==> config.mk <==
export PLATFORM = sky130hd
export DESIGN_NAME = morse_capture
export DESIGN_NICKNAME = d
export VERILOG_FILES = /design/src/rtl/morse_capture.sv
export SDC_FILE = /design/constraint.sdc
export NUM_CORES = 1
export LEC_CHECK = 0
export ABC_AREA = 1
export BUFFER_PORTS_ARGS = -buffer_cell sky130_fd_sc_hd__buf_2
export CORE_ASPECT_RATIO = 1.1
export CORE_MARGIN = 3
export CORE_UTILIZATION = 30
export CTS_BUF_LIST = sky130_fd_sc_hd__clkbuf_4 sky130_fd_sc_hd__clkbuf_8
export DETAILED_ROUTE_END_ITERATION = 12
export GPL_ROUTABILITY_DRIVEN = 0
export PLACE_DENSITY = 0.46
export REMOVE_ABC_BUFFERS = 1
export SETUP_SLACK_MARGIN = 0.02
export SYNTH_ARGS = -nofsm -noshare
export SYNTH_HDL_FRONTEND = slang
export SYNTH_SLANG_ARGS = --single-unit
export TNS_END_PERCENT = 30
==> constraint.sdc <==
create_clock -name clk -period 3.6 [get_ports clk]
set_clock_uncertainty 0.15 [all_clocks]
set_input_delay 0.72 -clock clk [delete_from_list [all_inputs] [get_ports clk]]
set_output_delay 0.72 -clock clk [all_outputs]
set_load 0.005 [all_outputs]
==> src/rtl/morse_capture.sv <==
// Morse key to right-aligned dot/dash letter patterns with a five-letter history.
// Define MORSE_WORD_GAP_EN to insert a 16'h0000 word separator after a long silence.
module morse_capture #(
  parameter int TICK_DIV   = 12500000,
  parameter int DEB_CYCLES = 500000,
  parameter int DASH_UNITS = 2,
  parameter int LETTER_GAP = 3,
  parameter int WORD_GAP   = 7
) (
  input  logic        clk,
  input  logic        reset,
  input  logic        key,
  input  logic        clear,
  output logic [15:0] morse1,
  output logic [15:0] morse2,
  output logic [15:0] morse3,
  output logic [15:0] morse4,
  output logic [15:0] morse5,
  output logic        letter_valid,
  output logic        overflow,
  output logic [1:0]  state_o
);

  localparam int TW = $clog2(TICK_DIV + 1);
  localparam int DW = $clog2(DEB_CYCLES + 1);
  localparam logic [TW-1:0] TICK_LAST = TW'(TICK_DIV - 1);
  localparam logic [DW-1:0] DEB_LAST  = DW'(DEB_CYCLES - 1);
  localparam logic [3:0]    DASH_MIN  = 4'(DASH_UNITS);
  localparam logic [3:0]    LGAP_LAST = 4'(LETTER_GAP - 1);

  localparam logic [1:0] S_IDLE  = 2'd0;
  localparam logic [1:0] S_PRESS = 2'd1;
  localparam logic [1:0] S_GAP   = 2'd2;
`ifdef MORSE_WORD_GAP_EN
  localparam logic [1:0] S_WGAP      = 2'd3;
  localparam logic [3:0] WGAP_LAST   = 4'(WORD_GAP - 1);
  localparam logic [1:0] S_AFTER_LTR = S_WGAP;
`else
  localparam logic [1:0] S_AFTER_LTR = S_IDLE;
`endif

  // Gap thresholds must fit the saturating 4-bit unit counter.
  if (LETTER_GAP < 1 || LETTER_GAP > 15 || WORD_GAP <= LETTER_GAP || WORD_GAP > 15) begin : g_bad_gap_cfg
    $error("morse_capture: LETTER_GAP/WORD_GAP out of range");
  end

  logic          sync1_q, sync2_q;
  logic [DW-1:0] deb_cnt_q;
  logic          key_db_q, key_db_prev_q;
  logic [TW-1:0] tick_cnt_q;
  logic [3:0]    units_q;
  logic          db_rise, db_fall, db_edge, tick;

  logic [1:0]  state_q, state_d;
  logic [15:0] pat_q, pat_d;
  logic [4:0]  len_q, len_d;
  logic        drop_q, drop_d;
  logic        overflow_q, overflow_d;
  logic        letter_valid_q, letter_valid_d;
  logic [15:0] slot_q [5];
  logic [15:0] slot_d [5];
  logic [2:0]  fill_q, fill_d;

  logic        sym_dash;
  logic [4:0]  sym_len;
  logic [15:0] sym_pat;
  logic        do_write;
  logic [15:0] wr_val;

  // Synchroniser and debouncer: unaffected by clear.
  always_ff @(posedge clk) begin
    if (reset) begin
      sync1_q       <= 1'b0;
      sync2_q       <= 1'b0;
      deb_cnt_q     <= '0;
      key_db_q      <= 1'b0;
      key_db_prev_q <= 1'b0;
    end else begin
      sync1_q       <= key;
      sync2_q       <= sync1_q;
      key_db_prev_q <= key_db_q;
      if (sync2_q != key_db_q) begin
        if (deb_cnt_q == DEB_LAST) begin
          key_db_q  <= sync2_q;
          deb_cnt_q <= '0;
        end else begin
          deb_cnt_q <= deb_cnt_q + 1'b1;
        end
      end else begin
        deb_cnt_q <= '0;
      end
    end
  end

  assign db_rise = key_db_q & ~key_db_prev_q;
  assign db_fall = ~key_db_q & key_db_prev_q;
  assign db_edge = db_rise | db_fall;
  assign tick    = (tick_cnt_q == TICK_LAST);

  // Unit timing restarts on every debounced edge so units align to key transitions.
  always_ff @(posedge clk) begin
    if (reset || clear || db_edge) begin
      tick_cnt_q <= '0;
      units_q    <= '0;
    end else begin
      tick_cnt_q <= tick ? '0 : tick_cnt_q + 1'b1;
      if (tick && units_q != 4'd15) units_q <= units_q + 1'b1;
    end
  end

  always_comb begin
    state_d        = state_q;
    pat_d          = pat_q;
    len_d          = len_q;
    drop_d         = drop_q;
    overflow_d     = overflow_q;
    letter_valid_d = 1'b0;
    fill_d         = fill_q;
    slot_d         = slot_q;
    do_write       = 1'b0;
    wr_val         = '0;
    sym_dash       = (units_q >= DASH_MIN);
    sym_len        = sym_dash ? 5'd4 : 5'd2;
    sym_pat        = sym_dash ? {pat_q[11:0], 4'b1110} : {pat_q[13:0], 2'b10};

    case (state_q)
      S_IDLE: if (db_rise) state_d = S_PRESS;
      S_PRESS: begin
        if (db_fall) begin
          if (len_q + sym_len > 5'd16) begin
            overflow_d = 1'b1;
            drop_d     = 1'b1;
          end else begin
            pat_d = sym_pat;
            len_d = len_q + sym_len;
          end
          state_d = S_GAP;
        end
      end
      S_GAP: begin
        if (tick && units_q == LGAP_LAST) begin
          do_write = ~drop_q;
          wr_val   = pat_q;
          pat_d    = '0;
          len_d    = '0;
          drop_d   = 1'b0;
          state_d  = db_rise ? S_PRESS : S_AFTER_LTR;
        end else if (db_rise) begin
          state_d = S_PRESS;
        end
      end
`ifdef MORSE_WORD_GAP_EN
      S_WGAP: begin
        if (db_rise) begin
          state_d = S_PRESS;
        end else if (tick && units_q == WGAP_LAST) begin
          do_write = 1'b1;
          wr_val   = '0;
          state_d  = S_IDLE;
        end
      end
`endif
      default: state_d = S_IDLE;
    endcase

    // Fill empty slots in order; once full, shift toward morse1.
    if (do_write) begin
      letter_valid_d = 1'b1;
      if (fill_q < 3'd5) begin
        for (int i = 0; i < 5; i++) begin
          if (fill_q == 3'(i)) slot_d[i] = wr_val;
        end
        fill_d = fill_q + 1'b1;
      end else begin
        for (int i = 0; i < 4; i++) slot_d[i] = slot_q[i+1];
        slot_d[4] = wr_val;
      end
    end

    if (clear) begin
      state_d        = key_db_q ? S_PRESS : S_IDLE;
      pat_d          = '0;
      len_d          = '0;
      drop_d         = 1'b0;
      overflow_d     = 1'b0;
      letter_valid_d = 1'b0;
      fill_d         = '0;
      for (int i = 0; i < 5; i++) slot_d[i] = '0;
    end
  end

  always_ff @(posedge clk) begin
    if (reset) begin
      state_q        <= S_IDLE;
      pat_q          <= '0;
      len_q          <= '0;
      drop_q         <= 1'b0;
      overflow_q     <= 1'b0;
      letter_valid_q <= 1'b0;
      fill_q         <= '0;
      for (int i = 0; i < 5; i++) slot_q[i] <= '0;
    end else begin
      state_q        <= state_d;
      pat_q          <= pat_d;
      len_q          <= len_d;
      drop_q         <= drop_d;
      overflow_q     <= overflow_d;
      letter_valid_q <= letter_valid_d;
      fill_q         <= fill_d;
      for (int i = 0; i < 5; i++) slot_q[i] <= slot_d[i];
    end
  end

  assign morse1       = slot_q[0];
  assign morse2       = slot_q[1];
  assign morse3       = slot_q[2];
  assign morse4       = slot_q[3];
  assign morse5       = slot_q[4];
  assign letter_valid = letter_valid_q;
  assign overflow     = overflow_q;
  assign state_o      = state_q;

endmodule

# ---- Word-level counts from Yosys, hierarchy flattened
# Index checks and enable logic that the tools add are counted.
dict set report op_classes {
  n_reduce_logical 20
  multipliers 0
  n_bitwise 7
  muxes 32
  n_lt_le_gt_ge 3
  shifts 0
  addsub 5
  div 0
  eq_ne 21
}
# operator count
set op_table {}
lappend op_table {{$mux W16} 11}
lappend op_table {{$mux W80} 1}
lappend op_table {{$pmux W16 S2} 1}
lappend op_table {{$add A24 B1 Y24 const B} 1}
lappend op_table {{$eq A24 B24 Y1 const B} 1}
lappend op_table {{$add A19 B1 Y19 const B} 1}
lappend op_table {{$eq A19 B19 Y1 const B} 1}
lappend op_table {{$mux W5} 3}
lappend op_table {{$reduce_and A2 Y1} 7}
lappend op_table {{$ne A2 B1 Y1 const B} 5}
lappend op_table {{$pmux W5 S2} 1}
lappend op_table {{$mux W1} 8}
lappend op_table {{$mux W2} 4}
lappend op_table {{$ne A2 B2 Y1 const B} 4}
lappend op_table {{$reduce_and A4 Y1} 2}
lappend op_table {{$eq A3 B2 Y1 const B} 2}
lappend op_table {{$pmux W2 S3} 1}
lappend op_table {{$add A5 B3 Y5} 1}
lappend op_table {{$gt A5 B5 Y1 const B} 1}
lappend op_table {{$add A4 B1 Y4 const B} 1}
lappend op_table {{$eq A4 B2 Y1 const B} 1}
lappend op_table {{$ge A4 B2 Y1 const B} 1}
lappend op_table {{$ne A4 B4 Y1 const B} 1}
lappend op_table {{$not A1 Y1} 4}
lappend op_table {{other kinds (20)} 24}
dict set report word_totals {
  romBits 0
  elab_cells 107
  input_bits 4
  out_inout_bits 84
  ramBits 0
  mem_count 0
  latch_bits 0
  register_bits 160
}

# ---- Depth between registers and ports, before layout
dict set report depth {
  depth_word 7
  ltp_mapped 15
  mapped_depth_nobuf 14
}

# ---- Least setup slack after synthesis
# Ideal clock, no wire load.
dict set report synth_path {
  path_type {register -> register}
  startpoint {register units_q[0]}
  endpoint {register len_q[3]}
  t_arrival_ps 2629
  t_required_ps 3380
  path_stages_with_launch 15
  path_slack_ps 750
  period_less_slack_ps 2850
  n_path_buf 2
  setup_ps 70
  path_cell_list {dfxtp_1 -> inv_1 -> ha_1 -> nand2_1 -> nand3_1 -> clkbuf_1 -> fa_1 -> xnor2_1 -> nand3_1 -> nand3_1 -> nand3_1 -> inv_1 -> buf_2 -> nand2_1 -> a21oi_1}
}
dict set report synth_between {
  elab_chain_len 6
  elab_cells_between_ends 12
  classes_between {add/sub: 1; order compare: 2; eq/ne: 3; mux: 4; reduce/logical: 2}
}
# element line_no
set synth_rtl {}
lappend synth_rtl {{start, declared} 51} ;# logic [3:0] units_q;
lappend synth_rtl {{start signal, assigned} 107} ;# if (tick && units_q != 4'd15) units_q <= units_q + 1'b1;
lappend synth_rtl {{$ge A4 B2 Y1} 122} ;# sym_dash = (units_q >= DASH_MIN);
lappend synth_rtl {{$mux W3} 123} ;# sym_len = sym_dash ? 5'd4 : 5'd2;
lappend synth_rtl {{$add A5 B3 Y5} {130, 135}}
lappend synth_rtl {{$gt A5 B5 Y1 / $mux W5 (equally long branches)} 130} ;# if (len_q + sym_len > 5'd16) begin
lappend synth_rtl {{$ne A2 B2 Y1 (no line) / $mux W5 (equally long branches)} -}
lappend synth_rtl {{$reduce_and A4 Y1 (no line) / $pmux W5 S2 (equally long branches)} -}
lappend synth_rtl {{end signal, assigned} 205} ;# len_q <= len_d;
lappend synth_rtl {{end, declared} 56} ;# logic [4:0] len_q, len_d;
# Several ways; a longest one is shown, not always the timed one. The select of a mux whose other input is x is not followed.
# A chain may end at the register's enable or synchronous reset.

# ---- Worst setup path in the final report
dict set report layout_path {
  startpoint {register units_q[0]}
  endpoint {register len_q[1]}
}
# The elaborated chain is that of the path after synthesis.

==> summary.txt <==
Worst setup path
  – CP max FO: 25
  – Max incr delay on CP: 0.42 ns
  – Worst EP required: 3.81 ns
  – WP data arrival: 3.35 ns
  – Setup crit start kind: flip-flop
  – Crit end category: flip-flop
  – Slowest cell on the critical path: fa_1
  – Worst-path cell chain: inv_1, ha_1, nand2_1, nand3_1, buf_4, fa_1, xnor2_1, nand3_1, nand3_1, nand3_1, inv_1, nand2_1, o22ai_1
  – CP dominant cell by count: nand3_1
  – R2R setup slack: 0.46 ns
  – Critical path type: flip-flop to flip-flop

Synthesis
  – Cell taking the most area after synthesis: dfxtp_1
  – Syn Area/Cell: 6.32 um2
  – Post-Synthesis Cells: 1225
  – Post-synthesis adder-cell area fraction: 2.04%
  – Synth unique cells: 41
  – Synth warn: 0
  – Largest family of logic cells by synthesized area: simple AND/OR/NAND/NOR gates
  – Share of flip-flops with an asynchronous set or reset: 0%
  – Post-synth top area share: 39.5%
  – Main synth FF type: dfxtp_1
  – Area contributors post-synth: dfxtp_1, nand2_1, nor2_1, inv_1, nand3_1
  – Simple-gate share of the synthesized area: 40.0%
  – Number of synthesized flops with an enable pin: 0
  – Synthesized area: 7740 um2
  – Mux cell area share after synthesis: 0%
  – Synth Area in Compound Gates: 5.86%
  – Number of synthesized register bits: 153
  – Seq/Total Area, Yosys: 39.5%
  – XOR/XNOR Fraction of Synth Area: 1.02%

Worst hold path
  – Min-delay worst type: flip-flop to flip-flop

Floorplan
  – Initial Util: 30.6%
  – Total die area: 27800 um2
  – Die W: 159 um
  – Standard-cell rows: 61
  – Core area: 25300 um2
  – Die Ht: 175 um
  – I/O pin cnt: 88

Clocking
  – Post-CTS Setup Bufs: 0
  – Num CTS Buffers: 17
  – H-tree levels: 4
  – CTS tree: done
  – Clock root buffer: clkbuf_8
  – # hold bufs at CTS: 0
  – Clk buf depth: 2
  – CTS Sinks: 153
  – Clk slew on worst S/H paths: 0.09 ns
  – Post-CTS Resized: 0
  – Worst-Skew Late Latency: 0.45 ns

Timing
  – Minimum clock period: 3.14 ns
  – Unrepaired setup endpoints after global routing: no
  – Max-Slew Margin vs Limit: 49.2%
  – Endpoints failing setup: 0
  – Worst Tran Pin Value: 0.762 ns
  – Final Hold Slack: 0.256 ns
  – Final slew viol count: 0
  – Final hold violation count: 0
  – Max Fclk: 319 MHz
  – Final period util: 87.1%

GRT
  – First-pass GRT wire length: 34.1 mm
  – Top Usage Layer GRT: met2
  – GR met1 Demand/Resource: 18.8%
  – GRT Total Usage: 14.9%
  – GRT Residual Overflow: 0
  – Initial antenna violation count: 0
  – Met2 usage: 25.7%
  – Met3 usage: 3.00%
  – Pin count of the biggest net entering global routing: 71
  – Vias in the first global route: 6796

Finish
  – Multi-input logic area: 3810 um2
  – Share of layout cells above drive strength 1: 11.7%
  – Nets: 1314
  – Final Non-Filler Cells: 1657
  – Fin util: 34.8%
  – Final Instance Area: 8820 um2
  – FF+latch area: 3060 um2
  – N_diodes: 0
  – Fill count: 2878
  – Area growth from synthesis to layout: 13.9%

Drt
  – Total Wirelength: 20.4 mm
  – Vias/cell: 4.33
  – DR DRC count: 0
  – DR WL/cell: 12.3 um
  – ANT nets after route: 0
  – DR vias: 7175
  – 1st-pass router iterations: 5
  – DR iter-0 viols: 373

Power
  – P_int: 0.00226 W
  – Combinational Power Share: 1.5%
  – Pwr per Cell Area: 343 nW/um2
  – Clock share of power: 42.4%
  – P_leak: 4.50 nW
  – Switch Pwr: 0.000759 W
  – Sequential share of power: 56.1%
  – Peak supply drop: 0.000164 V
  – Sw frac: 25.1%

Place
  – Placed Cells: 1625
  – Dpl cell area: 8450 um2
  – Buffers added on ports: 82
  – Dpl hpwl: 14.0 mm

Flow run
  – Max-cap violations: 0

Run status
  – Status: finished, final reports clean
final cells by class:
class	count	area share (%)
repair buffers	99	6.10
clock buffers	17	2.65
multi-input cells	867	43.2
clock inverters	15	1.60
flip-flops and latches	153	34.7
inverters	160	6.81
well taps	346	4.91
power groups by stage:
stage,sequential [W],combinational [W],clock [W]
global placement,0.00174,0.0000470,0
global route,0.00170,0.0000524,0.00141
CTS,0.00170,0.0000469,0.00135
detailed placement,0.00174,0.0000468,0
floorplan,0.00174,0.0000259,0
finish,0.00170,0.0000459,0.00128
cells in the mapped netlist, types with 2 or more instances:
| library cell | instances |
|---|---|
| dfxtp_1 | 153 |
| o21ai_1 | 2 |
| clkbuf_1 | 17 |
| buf_6 | 7 |
| or2_2 | 8 |
| nor2_2 | 3 |
| o21a_1 | 5 |
| inv_2 | 2 |
| ha_1 | 11 |
| a21oi_1 | 42 |
| buf_2 | 18 |
| nand4_1 | 18 |
| o21ai_0 | 28 |
| xnor2_1 | 5 |
| nor4_1 | 4 |
| nand3b_1 | 2 |
| nand3_1 | 58 |
| nor2_1 | 240 |
| nor3_1 | 20 |
| nand2_1 | 390 |
| nand2_2 | 3 |
| buf_4 | 5 |
| xor2_1 | 4 |
| o22ai_1 | 3 |
| inv_1 | 157 |
| nor3b_1 | 5 |
state kept, by name, summed over array words and instances (netlist names), 15 cells and up:
signal      flops
tick_cnt_q     24
morse4         15
pat_q          15
morse5         15
morse1         15
morse3         15
morse2         15
deb_cnt_q      19
layer usage:
layer | vias to the layer above | wire length, um
met3 | 22 | 678
met4 | 0 | 490
met2 | 107 | 9570
met1 | 3166 | 9620
li1 | 3880 | -
met5 | - | 0
worst max-delay path: cells and delay by family (launching register included):
| kind | cells | cell delay, ns |
|---|---|---|
| simple gates | 6 | 0.82 |
| buf+inv | 3 | 0.70 |
| fa+ha+maj | 2 | 0.64 |
| flops | 1 | 0.37 |
| xor+xnor | 1 | 0.20 |
| compound gates | 1 | 0.17 |
stage by stage:
stage | total power, W | worst slack (ns) | setup TNS (ns)
3_5_place_dp | 0.00178 | 0.483 | 0
4_1_cts | 0.00310 | 0.471 | 0
5_1_grt | 0.00316 | 0.199 | 0
6_report | 0.00302 | 0.463 | 0
3_3_place_gp | 0.00178 | 0.640 | 0
2_1_floorplan | 0.00176 | -1.64 | -79.48
logic make-up after synthesis:
family | Yosys count
AO/OA/AOI/OAI | 85
XOR/XNOR | 9
adder cells (fa/ha/maj) | 12
buffers and inverters | 209
flip-flops | 153
other | 1
AND/OR/NAND/NOR | 756
cell usage in the layout, fill, tap and decap left out, types with 2 or more instances in the layout:
cell type	count
inv_1	157
inv_6	5
nor2_1	239
ha_1	11
nand2_1	390
buf_2	82
nor3b_1	5
o21ai_0	28
clkinvlp_4	5
nand2_2	3
clkbuf_8	17
buf_4	17
a21oi_1	42
xor2_1	4
or2_2	8
dfxtp_1	153
nor4_1	4
nand3_1	58
clkinv_2	2
nor2_2	3
nand4_1	18
o22ai_1	3
xnor2_1	5
nor2_4	2
nor3_1	20
inv_2	2
conb_1	5
nand3b_1	2
o21ai_1	2
o21a_1	5
final timing paths:
check | start | to | depth (start not counted)
setup / recovery | units_q[0] | len_q[1] | 13
hold / removal | sync1_q | sync2_q | 2
setup reg to reg | units_q[0] | len_q[1] | 13
hold reg to reg | sync1_q | sync2_q | 2
Note: power is estimated with default switching activity, not from simulation.
